<file path="src/rtl/boss_hp_ctl.sv">
// Boss hit-point controller: turns weapon hit edges into HP damage, applies
// invulnerability frames after each hit and sequences the boss death.
module boss_hp_ctl #(
  parameter int HP_W         = 8,
  parameter int BOSS_HP_MAX  = 100,
  parameter int MELEE_DMG    = 4,
  parameter int PROJ_DMG     = 2,
  parameter int IFRAMES      = 8,
  parameter int DEATH_FRAMES = 60
) (
  input  logic            clk,
  input  logic            rst,
  input  logic            frame_tick,
  input  logic [1:0]      game_active,
  input  logic            melee_hit,
  input  logic            projectile_hit,
  output logic            boss_alive,
  output logic [HP_W-1:0] boss_hp,
  output logic            hit_flash,
  output logic            boss_dying,
  output logic            boss_defeated
);

  typedef enum logic [2:0] {
    S_IDLE,
    S_ALIVE,
    S_HURT,
    S_DYING,
    S_DEAD
  } state_t;

  localparam int CNT_MAX = (IFRAMES > DEATH_FRAMES) ? IFRAMES : DEATH_FRAMES;
  localparam int CNT_W   = $clog2(CNT_MAX + 1);

  localparam logic [HP_W-1:0]  HP_FULL  = HP_W'(BOSS_HP_MAX);
  localparam logic [HP_W:0]    MELEE_D  = (HP_W+1)'(MELEE_DMG);
  localparam logic [HP_W:0]    PROJ_D   = (HP_W+1)'(PROJ_DMG);
  localparam logic [CNT_W-1:0] CNT_IFR  = CNT_W'(IFRAMES);
  localparam logic [CNT_W-1:0] CNT_DTH  = CNT_W'(DEATH_FRAMES);
  localparam logic [CNT_W-1:0] CNT_ONE  = CNT_W'(1);

  state_t            state;
  state_t            state_nx;
  logic [HP_W-1:0]   hp_nx;
  logic [CNT_W-1:0]  cnt;
  logic [CNT_W-1:0]  cnt_nx;
  logic              defeated_nx;
  logic              melee_q;
  logic              proj_q;
  logic              m_evt;
  logic              p_evt;
  logic              in_play;
  logic [HP_W:0]     dmg;

  assign in_play = (game_active == 2'd1);
  assign m_evt   = melee_hit & ~melee_q;
  assign p_evt   = projectile_hit & ~proj_q;
  // One extra bit so simultaneous hits can never overflow the damage sum.
  assign dmg     = (m_evt ? MELEE_D : '0) + (p_evt ? PROJ_D : '0);

  always_comb begin
    state_nx    = state;
    hp_nx       = boss_hp;
    cnt_nx      = cnt;
    defeated_nx = 1'b0;
    if (state != S_IDLE && !in_play) begin
      state_nx = S_IDLE;
      hp_nx    = HP_FULL;
      cnt_nx   = '0;
    end else begin
      case (state)
        S_IDLE: begin
          hp_nx  = HP_FULL;
          cnt_nx = '0;
          if (in_play) state_nx = S_ALIVE;
        end
        S_ALIVE: begin
          if (dmg != '0) begin
            // Lethal hits saturate at zero rather than wrapping.
            if ({1'b0, boss_hp} <= dmg) begin
              hp_nx    = '0;
              cnt_nx   = CNT_DTH;
              state_nx = S_DYING;
            end else begin
              hp_nx    = boss_hp - dmg[HP_W-1:0];
              cnt_nx   = CNT_IFR;
              state_nx = S_HURT;
            end
          end
        end
        S_HURT: begin
          if (frame_tick) begin
            cnt_nx = cnt - CNT_ONE;
            if (cnt <= CNT_ONE) begin
              cnt_nx   = '0;
              state_nx = S_ALIVE;
            end
          end
        end
        S_DYING: begin
          if (frame_tick) begin
            cnt_nx = cnt - CNT_ONE;
            if (cnt <= CNT_ONE) begin
              cnt_nx      = '0;
              state_nx    = S_DEAD;
              defeated_nx = 1'b1;
            end
          end
        end
        S_DEAD: begin
          hp_nx = '0;
        end
        default: begin
          state_nx = S_IDLE;
          hp_nx    = HP_FULL;
          cnt_nx   = '0;
        end
      endcase
    end
  end

  // Status flags are decoded from the next state so they line up with boss_hp.
  always_ff @(posedge clk or posedge rst) begin
    if (rst) begin
      state         <= S_IDLE;
      boss_hp       <= HP_FULL;
      cnt           <= '0;
      melee_q       <= 1'b0;
      proj_q        <= 1'b0;
      boss_alive    <= 1'b0;
      hit_flash     <= 1'b0;
      boss_dying    <= 1'b0;
      boss_defeated <= 1'b0;
    end else begin
      state         <= state_nx;
      boss_hp       <= hp_nx;
      cnt           <= cnt_nx;
      melee_q       <= melee_hit;
      proj_q        <= projectile_hit;
      boss_alive    <= (state_nx == S_ALIVE) || (state_nx == S_HURT);
      hit_flash     <= (state_nx == S_HURT);
      boss_dying    <= (state_nx == S_DYING);
      boss_defeated <= defeated_nx;
    end
  end

endmodule

</file>
<file path="config.mk">
export PLATFORM = sky130hd
export DESIGN_NAME = boss_hp_ctl
export DESIGN_NICKNAME = d
export VERILOG_FILES = /design/src/rtl/boss_hp_ctl.sv
export SDC_FILE = /design/constraint.sdc
export NUM_CORES = 1
export LEC_CHECK = 0
export ABC_AREA = 0
export ABC_CLOCK_PERIOD_IN_PS = 4400
export BUFFER_PORTS_ARGS = -buffer_cell sky130_fd_sc_hd__buf_4
export CORE_MARGIN = 10
export CORE_UTILIZATION = 35
export CTS_BUF_LIST = sky130_fd_sc_hd__clkbuf_4 sky130_fd_sc_hd__clkbuf_8
export DETAILED_ROUTE_END_ITERATION = 12
export SLEW_MARGIN = 20
export SYNTH_ARGS = -nofsm -noshare
export SYNTH_HDL_FRONTEND = slang
export SYNTH_SLANG_ARGS = --single-unit
export TNS_END_PERCENT = 5
</file>
<file path="constraint.sdc">
create_clock -name clk -period 4.4 [get_ports clk]
set_clock_uncertainty 0.1 [all_clocks]
set_input_delay 0.88 -clock clk [delete_from_list [all_inputs] [get_ports clk]]
set_output_delay 0.88 -clock clk [all_outputs]
set_load 0.05 [all_outputs]
</file>
# [Yosys cells after proc, flatten, opt, wreduce, memory -nomap -nowiden]
# Index checks and enable logic that the tools add are counted.
[totals] ff_bits=23 inputBits=7 elab_cells=64
[classes] addsub=3 order_cmp=2 eq_ne=12 muxes=25 bitwise_logic=4 reduce_logical=9
[ops] operator="6-bit 2-to-1 mux" count=5
[ops] operator="3-bit 2-to-1 mux" count=8
[ops] operator="8-bit 2-to-1 mux" count=3
[ops] operator="8-bit case mux with 3 select lines" count=1
[ops] operator="6-bit case mux with 3 select lines" count=1
[ops] operator="3-bit case mux with 5 select lines" count=1
[ops] operator="3-bit by 2-bit == test with 1-bit output (second input constant)" count=4
[ops] operator="9-bit nonzero test" count=1
[ops] operator="8-bit by 4-bit <= comparator with 1-bit output" count=1
[ops] operator="8-bit by 4-bit subtractor with 8-bit output" count=1
[ops] operator="3-bit by 1-bit == test with 1-bit output (second input constant)" count=2
[ops] operator="6-bit by 1-bit <= comparator with 1-bit output (second input constant)" count=1
[ops] operator="6-bit by 1-bit subtractor with 6-bit output (second input constant)" count=1
[ops] operator="1-bit 2-to-1 mux" count=5
[ops] operator="3-bit by 2-bit adder with 4-bit output" count=1
[ops] operator="3-bit == test (second input constant)" count=1
[ops] operator="3-bit zero test" count=1
[ops] operator="3-bit by 1-bit != test with 1-bit output (second input constant)" count=1
[ops] operator="3-bit != test (second input constant)" count=1
[ops] operator="3-bit AND reduction" count=1
[ops] operator="3-bit nonzero test" count=1
[ops] operator="1-bit bitwise AND" count=2
[ops] operator="2-bit by 1-bit == test with 1-bit output (second input constant)" count=1
[ops] operator="2-bit 2-to-1 mux" count=1
[ops] operator="other kinds (8)" count=9

# [Longest topological paths before layout]
# Gate-level depths: netlist of run 1.
[logic_depth] ltp_word=11 ltp_mapped=10 depth_no_buf=10

# [Worst setup path after synthesis of run 1]
# No wires, ideal clock.
[synth_path] path_kind="input-to-reg" start="input projectile_hit" end="register boss_hp[7]" setup_ns=0.131 arrival_time_ns=2.303 required_time_ns=4.169 setup_slack_ns=1.866 stages=10 path_buffers=0 cell_sequence="nand2b_1 > inv_1 > ha_1 > inv_1 > fa_1 > nor3_1 > nand3_1 > and2_1 > a21oi_1 > o21ai_0"
[synth_via] elab_chain_len=8 elab_cells_between_ends=12 cone_classes="add/sub (2); order compare (1); eq/ne (1); mux (5); bitwise (1); reduce/logical (2)"
[synth_rtl] element="from (decl)" line_no="16" text="input logic projectile_hit,"
[synth_rtl] element="1-bit bitwise AND *" line_no="57" text="assign p_evt = projectile_hit & ~proj_q;"
[synth_rtl] element="2-bit 2-to-1 mux *" line_no="59" text="assign dmg = (m_evt ? MELEE_D : '0) + (p_evt ? PROJ_D : '0);"
[synth_rtl] element="3-bit by 2-bit adder with 4-bit output *" line_no="59"
[synth_rtl] element="8-bit by 4-bit subtractor with 8-bit output / 8-bit by 4-bit <= comparator with 1-bit output (equally long branches)" line_no="85, 80"
[synth_rtl] element="8-bit 2-to-1 mux" line_no="80" text="if ({1'b0, boss_hp} <= dmg) begin"
[synth_rtl] element="8-bit 2-to-1 mux" line_no="78" text="if (dmg != '0) begin"
[synth_rtl] element="8-bit case mux with 3 select lines" line_no="71" text="case (state)"
[synth_rtl] element="8-bit 2-to-1 mux" line_no="66" text="if (state != S_IDLE && !in_play) begin"
[synth_rtl] element="to (signal assigned)" line_no="136" text="boss_hp <= hp_nx;"
[synth_rtl] element="to (decl)" line_no="18" text="output logic [HP_W-1:0] boss_hp,"
# Every way passes the cells marked *; elsewhere a longest branch is shown, timed or not. The select of a mux whose other input is x is not followed.
# A chain may end at the register's enable or synchronous reset.

# [Final worst setup path of run 1]
# Same ends and word-level chain as after synthesis.

==> results of run 1 <==
-- metrics by stage --
step / power [W] / hold slack (ns) / utilization / cells / area [um^2]
2_1_floorplan: 0.0005097 / 0.4248 / - / 152 / 1369
3_3_place_gp: 0.0005755 / 0.4125 / 0.4125 / 213 / 1533
3_5_place_dp: 0.0005780 / 0.4144 / 0.4125 / 213 / 1533
4_1_cts: 0.0007284 / 0.4272 / 0.4273 / 217 / 1588
5_1_grt: 0.0007737 / 0.4528 / 0.4273 / 217 / 1588
6_report: 0.0007205 / 0.4272 / 0.4273 / 217 / 1588
-- report_power, final --
part / leakage (nW) / switching, W / internal [W]
logic: 0.428 / 0.000187 / 0.000119
clock network: 0.0288 / 0.0000663 / 0.0000798
registers: 0.288 / 0.0000359 / 0.000233
total: 0.744 / 0.000289 / 0.000431
-- critical path: cells and delay by family --
kind                     cells  cell delay (ns)
adder cells (fa/ha/maj)      2             0.57
buffers and inverters        3             0.21
AO/OA/AOI/OAI                2             0.19
AND/OR/NAND/NOR              4             0.72
-- flip-flops by register name, summed over array words and instances, names as in the netlist --
name and count:
boss_hp 7, cnt 6, state 3, boss_alive 1
boss_defeated 1, boss_dying 1, hit_flash 1, melee_q 1
proj_q 1
-- worst min-delay path by stage --
stage                    start          to  depth (start not counted)
finish              boss_hp[6]  boss_hp[6]                          2
global route        boss_hp[5]  boss_hp[5]                          2
floorplan               cnt[5]      cnt[5]                          1
detailed placement  boss_hp[6]  boss_hp[6]                          2
CTS                 boss_hp[6]  boss_hp[6]                          2
global placement    boss_hp[6]  boss_hp[6]                          2
-- synthesized netlist by cell type (2+ instances only) --
master / count / area, um^2
and2_1: 2 / 12.51
nand2_1: 11 / 41.29
ha_1: 4 / 50.05
dfrtp_1: 19 / 475.5
o21a_1: 2 / 15.01
a21oi_1: 11 / 55.05
nand3_1: 4 / 20.02
or3_1: 3 / 18.77
o211ai_1: 3 / 22.52
nand2b_1: 7 / 43.79
nor4_1: 3 / 18.77
nor2_1: 13 / 48.80
inv_1: 14 / 52.55
nor2b_1: 5 / 31.28
buf_4: 2 / 15.01
dfstp_2: 3 / 78.83
nor3_1: 3 / 15.01
o21ai_0: 9 / 45.04
-- per-layer routing --
layer | part of all wire | vias up | track usage
li1 | - | 581 | -
met4 | 0.014 | 0 | 0.03679
met2 | 0.47 | 29 | 0.1547
met3 | 0.075 | 5 | 0.02484
met5 | 0 | - | 0
met1 | 0.44 | 557 | 0.1148
-- kinds of logic (layout without fill, tap and decap cells) --
family                     count (synthesis)  after routing
and+or+nand+nor                           58             58
adders and majority gates                  6              6
muxes                                      2              2
buffers and inverters                     18             35
AOI/OAI and AO/OA                         44             44
xor gates and xnor gates                   1              1
DFF                                       22             22
other                                      1              1
-- placed cells by master, fill, tap and decap left out, drive strengths merged, types with 2 or more instances in the layout --
cell type	instances
o21ai	10
inv	14
dfstp	3
o21a	2
ha	4
nor2b	5
clkbuf	4
nor4	4
nand3	4
or4	2
a21oi	11
nand2	11
dfrtp	19
or2	2
nand2b	7
or3	3
nor3	3
o211ai	4
and2	2
a22o	2
buf	17
nor2	13
-- area by class of cell --
cell class	count	area share
Sequential cell	22	0.3491
Tap cell	48	0.03783
Multi-Input combinational cell	112	0.4649
Clock buffer	4	0.03467
Timing Repair Buffer	17	0.08038
Inverter	14	0.03310
==> impl_metrics.json, run 1 <==
{
  "path_clk_slew_ns": 0.08,
  "clock-sinks": 22,
  "ys_seq_elements": 22,
  "timing.rr.end": "boss_hp[7]",
  "reg2regPathDepth": 10,
  "fill_cells": 378,
  "synth-edff-count": 0,
  "finalCritPeriodShare": 0.5737,
  "grt_max_degree": 23,
  "slowest_delay_ns": 0.41,
  "start_kind": "input port",
  "drc": 0,
  "crit_top_cell": "inv_1",
  "outcome": "finished clean",
  "cts_tree": "done",
  "dp_slack_ns": 1.603,
  "rsz0062_at_grt": "false",
  "rows": 22,
  "synth_area_um2": 1369,
  "cts_setup_buffers": 0,
  "tns_ns": 0,
  "crit-reg2reg-launch": "proj_q",
  "setup_viol": 0,
  "synthMuxAreaShare": 0.01554,
  "cts.repair.resized": 0,
  "worstMarginPinSlew_ns": 0.8509,
  "clock-root-buffer": "clkbuf_8",
  "yosysUniqueCellTypes": 52,
  "fmax_mhz": 396.2,
  "cts_buffer_depth": 2,
  "synthAdderAreaFrac": 0.05850,
  "peakVddDrop_v": 0.0001380,
  "cts_made_buffers": 3,
  "crit_start": "projectile_hit",
  "start_util": 0.3684,
  "ios": 19,
  "power_density_nw_per_um2": 453.8,
  "dieArea_um2": 6812,
  "area_growth_syn_to_layout_pct": 16.00,
  "arrival_ns": 2.57,
  "grt_usage": 0.09414,
  "syn_avg_cell_area_um2": 9.005,
  "finalCriticalPeriod_ns": 2.524,
  "final-max-slew-violation-count": 0,
  "final-seq-area_um2": 554.3,
  "critPathCapture": "boss_hp[7]",
  "grt_pass1_wl_um": 5181,
  "rrSetupSlack_ns": 2.14,
  "synthesis.instances": 152,
  "cp_cell_sequence": "buf_4 -> nand2b_1 -> inv_1 -> ha_1 -> inv_1 -> fa_1 -> nor3_1 -> nand3_1 -> and2_1 -> a21oi_1 -> o21ai_0",
  "synth-compound-area-share": 0.2258,
  "n_antenna_cell": 0,
  "ctsHoldBuffers": 0,
  "first_pass_iters": 4,
  "synthFlopType": "dfrtp_1",
  "fp.dieW_um": 82.54,
  "cp_slowest_cell": "fa_1",
  "syn_nets": 164,
  "synth_xor_area_frac": 0.006399,
  "h-tree-depth": 1,
  "worstHoldPathType": "flop to flop",
  "dp_hpwl_um": 2315,
  "drt_wl_total_um": 3006,
  "routabilityCongestion": 0.8802,
  "seq_area_frac_synth": 0.4049,
  "crit_fanout": 5,
  "drv_cap": 0,
  "async_reset_ff_frac": 1.000,
  "synth_top_family_by_area": "simple AND/OR/NAND/NOR gates",
  "layout-drive-gt1-share": 0.1953,
  "drt_iter0_markers": 32,
  "grt_pass1_vias": 1150,
  "layout.nets": 182,
  "die_h_um": 82.54,
  "drt.antenna.violating_nets": 0,
  "multi_input_area_um2": 738.2,
  "hold_violations": 0,
  "slew_headroom": 0.4321,
  "clkLatencyLatePin_ns": 0.26,
  "critical_path_class": "input port to flop",
  "p_leak_nw": 0.7443,
  "synth_warnings": 0,
  "io_buffers": 17,
  "cp.required_ns": 4.45,
  "antenna_found_initial": 0,
  "viasPerCell": 5.401,
  "routedWlPerCell_um": 13.85,
  "coreArea_um2": 3716,
  "vias": 1172,
  "grt-ovfl-total": 0,
  "synth-simple-area-share": 0.2303,
  "cp-end-kind": "flop",
  "setup_ws_ns": 1.876
}
(Power assumes the default switching activity.)
==> run 2: changes to the inputs <==
--- a/config.mk
+++ b/config.mk
@@ -5,8 +5,8 @@
 export SDC_FILE = /design/constraint.sdc
 export NUM_CORES = 1
 export LEC_CHECK = 0
-export ABC_AREA = 0
-export ABC_CLOCK_PERIOD_IN_PS = 4400
+export ABC_AREA = 1
+export ABC_CLOCK_PERIOD_IN_PS = 2300
 export BUFFER_PORTS_ARGS = -buffer_cell sky130_fd_sc_hd__buf_4
 export CORE_MARGIN = 10
 export CORE_UTILIZATION = 35
==> constraint.sdc (replaced) <==
create_clock -name clk -period 2.3 [get_ports clk]
set_clock_uncertainty 0.1 [all_clocks]
set_input_delay 0.46 -clock clk [delete_from_list [all_inputs] [get_ports clk]]
set_output_delay 0.46 -clock clk [all_outputs]
set_load 0.05 [all_outputs]
==> impl_metrics.json, run 2 <==
{
  "drt_iter0_markers": 90,
  "power_density_nw_per_um2": 884.9,
  "fmax_mhz": 507.7,
  "routedWlPerCell_um": 11.35,
  "rrSetupSlack_ns": 0.33,
  "outcome": "finished clean",
  "clock-sinks": 22,
  "grt_usage": 0.09229,
  "final_util": 0.4337,
  "largest_registers": "boss_hp x7, cnt x6, state x3",
  "synthesis.instances": 180,
  "drt.antenna.violating_nets": 0,
  "yosysUniqueCellTypes": 29,
  "cts.repair.resized": 0,
  "setup_viol": 0,
  "synthAdderAreaFrac": 0.05119,
  "fin_area_um2": 1612,
  "routabilityCongestion": 0.8190,
  "p_leak_nw": 0.8605,
  "seqPwrFrac": 0.351,
  "ys_seq_elements": 22,
  "viasPerCell": 4.550,
  "critical_path_class": "flop to flop",
  "grt_max_degree": 23,
  "grt_pass1_wl_um": 4981,
  "seq_area_frac_synth": 0.4049,
  "synthTopCellsByArea": "dfrtp_1 35%, nand2_1 11%, inv_1 8.2%",
  "crit-reg2reg-launch": "proj_q",
  "swShare": 0.4328,
  "cts_tree": "done",
  "vias": 1133,
  "drv_cap": 0,
  "synth_top_cell_area_share": 0.3473,
  "synthMuxAreaShare": 0,
  "first_pass_iters": 4,
  "synthFlopType": "dfrtp_1",
  "final-max-slew-violation-count": 0,
  "synth_top_family_by_area": "simple AND/OR/NAND/NOR gates",
  "h-tree-depth": 1,
  "final_cell_mix": "39 x nand2_1, 30 x inv_1, 19 x dfrtp_1",
  "area_growth_syn_to_layout_pct": 17.73,
  "synth-simple-area-share": 0.3144,
  "die_h_um": 82.54,
  "synth-compound-area-share": 0.08227,
  "finalCriticalPeriod_ns": 1.970,
  "synth_area_um2": 1369,
  "rsz0062_at_grt": "false",
  "synth_xor_area_frac": 0.03839,
  "cts_made_buffers": 3,
  "power.internal_w": 0.0008089,
  "path_clk_slew_ns": 0.08,
  "synth_area_leader_cell": "dfrtp_1",
  "dieArea_um2": 6812,
  "tns_ns": 0,
  "regMostFlops": "boss_hp",
  "p_sw_w": 0.0006172,
  "reg2regPathDepth": 10,
  "p_comb_frac": 0.450,
  "peakVddDrop_v": 0.0003452,
  "io_buffers": 17,
  "yosysMostFrequentCell": "nand2_1",
  "syn_nets": 192,
  "cp.required_ns": 2.39,
  "finalCritPeriodShare": 0.8564,
  "layout-drive-gt1-share": 0.2189,
  "async_reset_ff_frac": 1.000,
  "drt_wl_total_um": 2827,
  "largest_register_ffs": 7,
  "cts_buffer_depth": 2,
  "arrival_ns": 2.06,
  "fp.dieW_um": 82.54,
  "grt_pass1_vias": 1068,
  "clkLatencyLatePin_ns": 0.26,
  "start_kind": "flop",
  "synth_warnings": 0,
  "coreArea_um2": 3716,
  "grt-ovfl-total": 0,
  "worstHoldPathType": "input port to asynchronous set/reset pin",
  "timing.rr.end": "boss_hp[7]",
  "dp_hpwl_um": 2232,
  "power_frac_clock": 0.199,
  "hold_violations": 0,
  "drc": 0,
  "synth-edff-count": 0,
  "layout_commonest_cell": "nand2_1",
  "netlist_top_cells_count": "39 x nand2_1, 30 x inv_1, 19 x dfrtp_1, 18 x nor2_1, 10 x nand3_1",
  "ctsHoldBuffers": 0,
  "cts_setup_buffers": 0,
  "postPlaceCellArea_um2": 1556,
  "ios": 19,
  "n_antenna_cell": 0,
  "clock-root-buffer": "clkbuf_8",
  "antenna_found_initial": 0,
  "rows": 22,
  "fill_cells": 378,
  "crit_fanout": 3,
  "start_util": 0.3684,
  "layout.nets": 214,
  "cp-end-kind": "flop",
  "syn_avg_cell_area_um2": 7.605
}
-- run 2: kinds of logic after synthesis --
| family | Yosys count |
|---|---|
| AOI/OAI and AO/OA | 21 |
| adders and majority gates | 5 |
| and+or+nand+nor | 88 |
| other | 1 |
| xor gates and xnor gates | 6 |
| DFF | 22 |
| buffers and inverters | 37 |
-- run 2: cell type report --
| cell class | count | area [um^2] | area share |
|---|---|---|---|
| multi-input cells | 121 | 669.4 | 0.4154 |
| flip-flops and latches | 22 | 554.3 | 0.3439 |
| inverters | 36 | 137.6 | 0.08540 |
| repair buffers | 18 | 135.1 | 0.08385 |
| well taps | 48 | 60.06 | 0.03727 |
| clock buffers | 4 | 55.05 | 0.03416 |
-- run 2: worst max-delay path, cell delays in order, from the launching register on --
cell     delay [ns]
dfrtp_1        0.37
inv_1          0.05
nand2_1        0.06
inv_1          0.06
ha_1           0.14
inv_2          0.04
fa_1           0.39
nor3_1         0.28
nand3_1        0.13
xor2_1         0.16
o21ai_1        0.13
-- run 2: routing by layer --
metal  wire (um)  GRT usage  vias up  part of all wire
li1            -          -      598                 -
met3         136    0.01512        5             0.048
met4          63    0.05017        0             0.022
met5           0          0        -                 0
met2        1286     0.1384       18              0.45
met1        1340     0.1233      512              0.47
-- run 2: through the flow --
step | total power, W | instances | hold WS [ns] | worst slack [ns]
6_report | 0.001426 | 249 | 0.1264 | 0.3302
4_1_cts | 0.001450 | 249 | 0.1364 | 0.3158
3_3_place_gp | 0.001150 | 245 | 0.4245 | 0.1977
2_1_floorplan | 0.001004 | 180 | 0.3470 | 0.2083
5_1_grt | 0.001556 | 249 | 0.1751 | 0.1848
3_5_place_dp | 0.001157 | 245 | 0.4298 | 0.1614
-- run 2: worst max-delay path by stage --
stage | from | endpoint | slack [ns] | cells after the start
5_1_grt | proj_q | boss_hp[5] | 0.18 | 10
4_1_cts | proj_q | boss_hp[7] | 0.32 | 10
3_3_place_gp | projectile_hit | boss_hp[7] | 0.20 | 10
6_report | proj_q | boss_hp[7] | 0.33 | 10
2_1_floorplan | boss_hp[1] | boss_hp[7] | 0.21 | 8
3_5_place_dp | projectile_hit | boss_hp[7] | 0.16 | 10
-- run 2: power by group through the flow --
stage                     combinational [W]  clock, W  sequential, W
after global routing               0.000728  0.000317       0.000510
after detailed placement           0.000649         0       0.000509
final                              0.000641  0.000284       0.000501
after floorplan                    0.000398         0       0.000606
after CTS                          0.000650  0.000298       0.000503
after global placement             0.000641         0       0.000510
==> run 3: changes to the inputs <==
--- a/config.mk
+++ b/config.mk
@@ -5,7 +5,6 @@
 export SDC_FILE = /design/constraint.sdc
 export NUM_CORES = 1
 export LEC_CHECK = 0
-export ABC_AREA = 1
 export ABC_CLOCK_PERIOD_IN_PS = 2300
 export BUFFER_PORTS_ARGS = -buffer_cell sky130_fd_sc_hd__buf_4
 export CORE_MARGIN = 10
==> impl_metrics.json, run 3 (synthesis gave the netlist of run 1 again) <==
{
  "fmax_mhz": 467.6,
  "antenna_found_initial": 0,
  "clock-root-buffer": "clkbuf_8",
  "layout-drive-gt1-share": 0.2241,
  "n_antenna_cell": 0,
  "final-max-slew-violation-count": 0,
  "cts_tree": "done",
  "rrSetupSlack_ns": 0.16,
  "worstHoldPathType": "input port to asynchronous set/reset pin",
  "ios": 19,
  "finalCritPeriodShare": 0.9298,
  "outcome": "finished clean",
  "final_cell_mix": "22 x buf_4, 19 x dfrtp_1, 14 x inv_1",
  "cp-end-kind": "flop",
  "regMostFlops": "boss_hp",
  "power_density_nw_per_um2": 851.2,
  "start_kind": "flop",
  "layout.nets": 187,
  "fill_cells": 369,
  "rsz0062_at_grt": "false",
  "drt.antenna.violating_nets": 0,
  "h-tree-depth": 1,
  "finalCriticalPeriod_ns": 2.139,
  "drt_iter0_markers": 63,
  "first_pass_iters": 4,
  "dieArea_um2": 6812,
  "grt_usage": 0.09651,
  "setup_viol": 0,
  "drc": 0,
  "fp.dieW_um": 82.54,
  "reg2regPathDepth": 10,
  "timing.rr.end": "boss_hp[7]",
  "drv_cap": 0,
  "viasPerCell": 5.270,
  "cts_made_buffers": 3,
  "coreArea_um2": 3716,
  "rows": 22,
  "clock-sinks": 22,
  "grt_pass1_wl_um": 5230,
  "cts_buffer_depth": 2,
  "final-seq-area_um2": 554.3,
  "path_clk_slew_ns": 0.09,
  "peakVddDrop_v": 0.0003086,
  "critical_path_class": "flop to flop",
  "largest_register_ffs": 7,
  "multi_input_area_um2": 743.2,
  "dp_hpwl_um": 2330,
  "die_h_um": 82.54,
  "largest_registers": "boss_hp x7, cnt x6, state x3",
  "layout_commonest_cell": "buf_4",
  "start_util": 0.3684,
  "cp.required_ns": 2.35,
  "io_buffers": 17,
  "routedWlPerCell_um": 13.81,
  "postPlaceCellArea_um2": 1570,
  "grt_max_degree": 23,
  "fin_area_um2": 1630,
  "grt-ovfl-total": 0,
  "crit_fanout": 3,
  "grt_pass1_vias": 1125,
  "crit-reg2reg-launch": "proj_q",
  "p_leak_nw": 0.7697,
  "clkLatencyLatePin_ns": 0.27,
  "arrival_ns": 2.18,
  "final_util": 0.4387,
  "vias": 1170,
  "routabilityCongestion": 0.8418,
  "area_growth_syn_to_layout_pct": 19.10,
  "hold_violations": 0,
  "drt_wl_total_um": 3065
}
[run 3: cell count changes in the layout (fill, tap and decap cells not counted), sizes merged, moves of 4 or more]
cell    delta
nand2     -32
inv       -22
nor2      -11
nand3      -8
nand2b     +7
a21oi      +5
nor2b      +5
xor2       -5
buf        +4
nand4      -4
nor4       +4
o211ai     +4
[run 3: area by class of cell]
cell class                 instances  area share
clock buffer                       4     0.03377
inverter                          14     0.03223
multi-input combinational        112      0.4559
sequential                        22      0.3400
tap                               48     0.03684
timing repair buffer              22      0.1013
[run 3: where the power goes]
part / leakage, nW / switching, W / internal, W / total [W]
combinational: 0.453 / 0.000354 / 0.000234 / 0.000588
sequential: 0.288 / 0.0000718 / 0.000445 / 0.000517
clock: 0.0288 / 0.000130 / 0.000153 / 0.000283
total: 0.770 / 0.000556 / 0.000832 / 0.00139
[run 3: critical path, cell delays in order (launching register included)]
cell      delay (ns)
dfrtp_1         0.36
nand2b_1        0.15
inv_1           0.06
ha_1            0.14
inv_1           0.05
fa_1            0.42
nor3_2          0.23
nand3_1         0.13
and2_1          0.18
a21oi_1         0.11
o21ai_0         0.08
[run 3: timing repair]
action | CTS | global route
gates resized for setup | 0 | 1
hold buffers | 0 | 0
setup endpoints to repair | 0 | 1
setup buffers | 0 | 0
[run 3: how the worst max path moves through the flow]
stage	startpoint	to	slack, ns	depth (start not counted)
4_1_cts	proj_q	boss_hp[7]	0.07	10
3_5_place_dp	projectile_hit	boss_hp[7]	-0.03	11
6_report	proj_q	boss_hp[7]	0.16	10
3_3_place_gp	projectile_hit	boss_hp[7]	0.05	11
5_1_grt	proj_q	boss_hp[7]	0.01	10
2_1_floorplan	boss_hp[1]	boss_hp[7]	0.11	9
[run 3: per-stage QoR]
| stage | hold WS, ns | setup slack [ns] | power [W] | instances | setup TNS (ns) |
|---|---|---|---|---|---|
| 2_1_floorplan | 0.3470 | 0.1113 | 0.0009751 | 152 | 0 |
| 3_3_place_gp | 0.4093 | 0.05123 | 0.001103 | 218 | 0 |
| 3_5_place_dp | 0.4120 | -0.03212 | 0.001113 | 218 | -0.03212 |
| 4_1_cts | 0.1408 | 0.07288 | 0.001401 | 222 | 0 |
| 5_1_grt | 0.1563 | 0.01178 | 0.001487 | 222 | 0 |
| 6_report | 0.1328 | 0.1615 | 0.001388 | 222 | 0 |
[run 3: layer usage]
| metal | vias to the layer above | track usage | share of wire | wire length (um) |
|---|---|---|---|---|
| li1 | 585 | - | - | - |
| met1 | 548 | 0.1241 | 0.46 | 1402 |
| met2 | 33 | 0.1532 | 0.46 | 1417 |
| met3 | 4 | 0.02268 | 0.066 | 203 |
| met4 | 0 | 0.03679 | 0.013 | 41 |
| met5 | - | 0 | 0 | 0 |
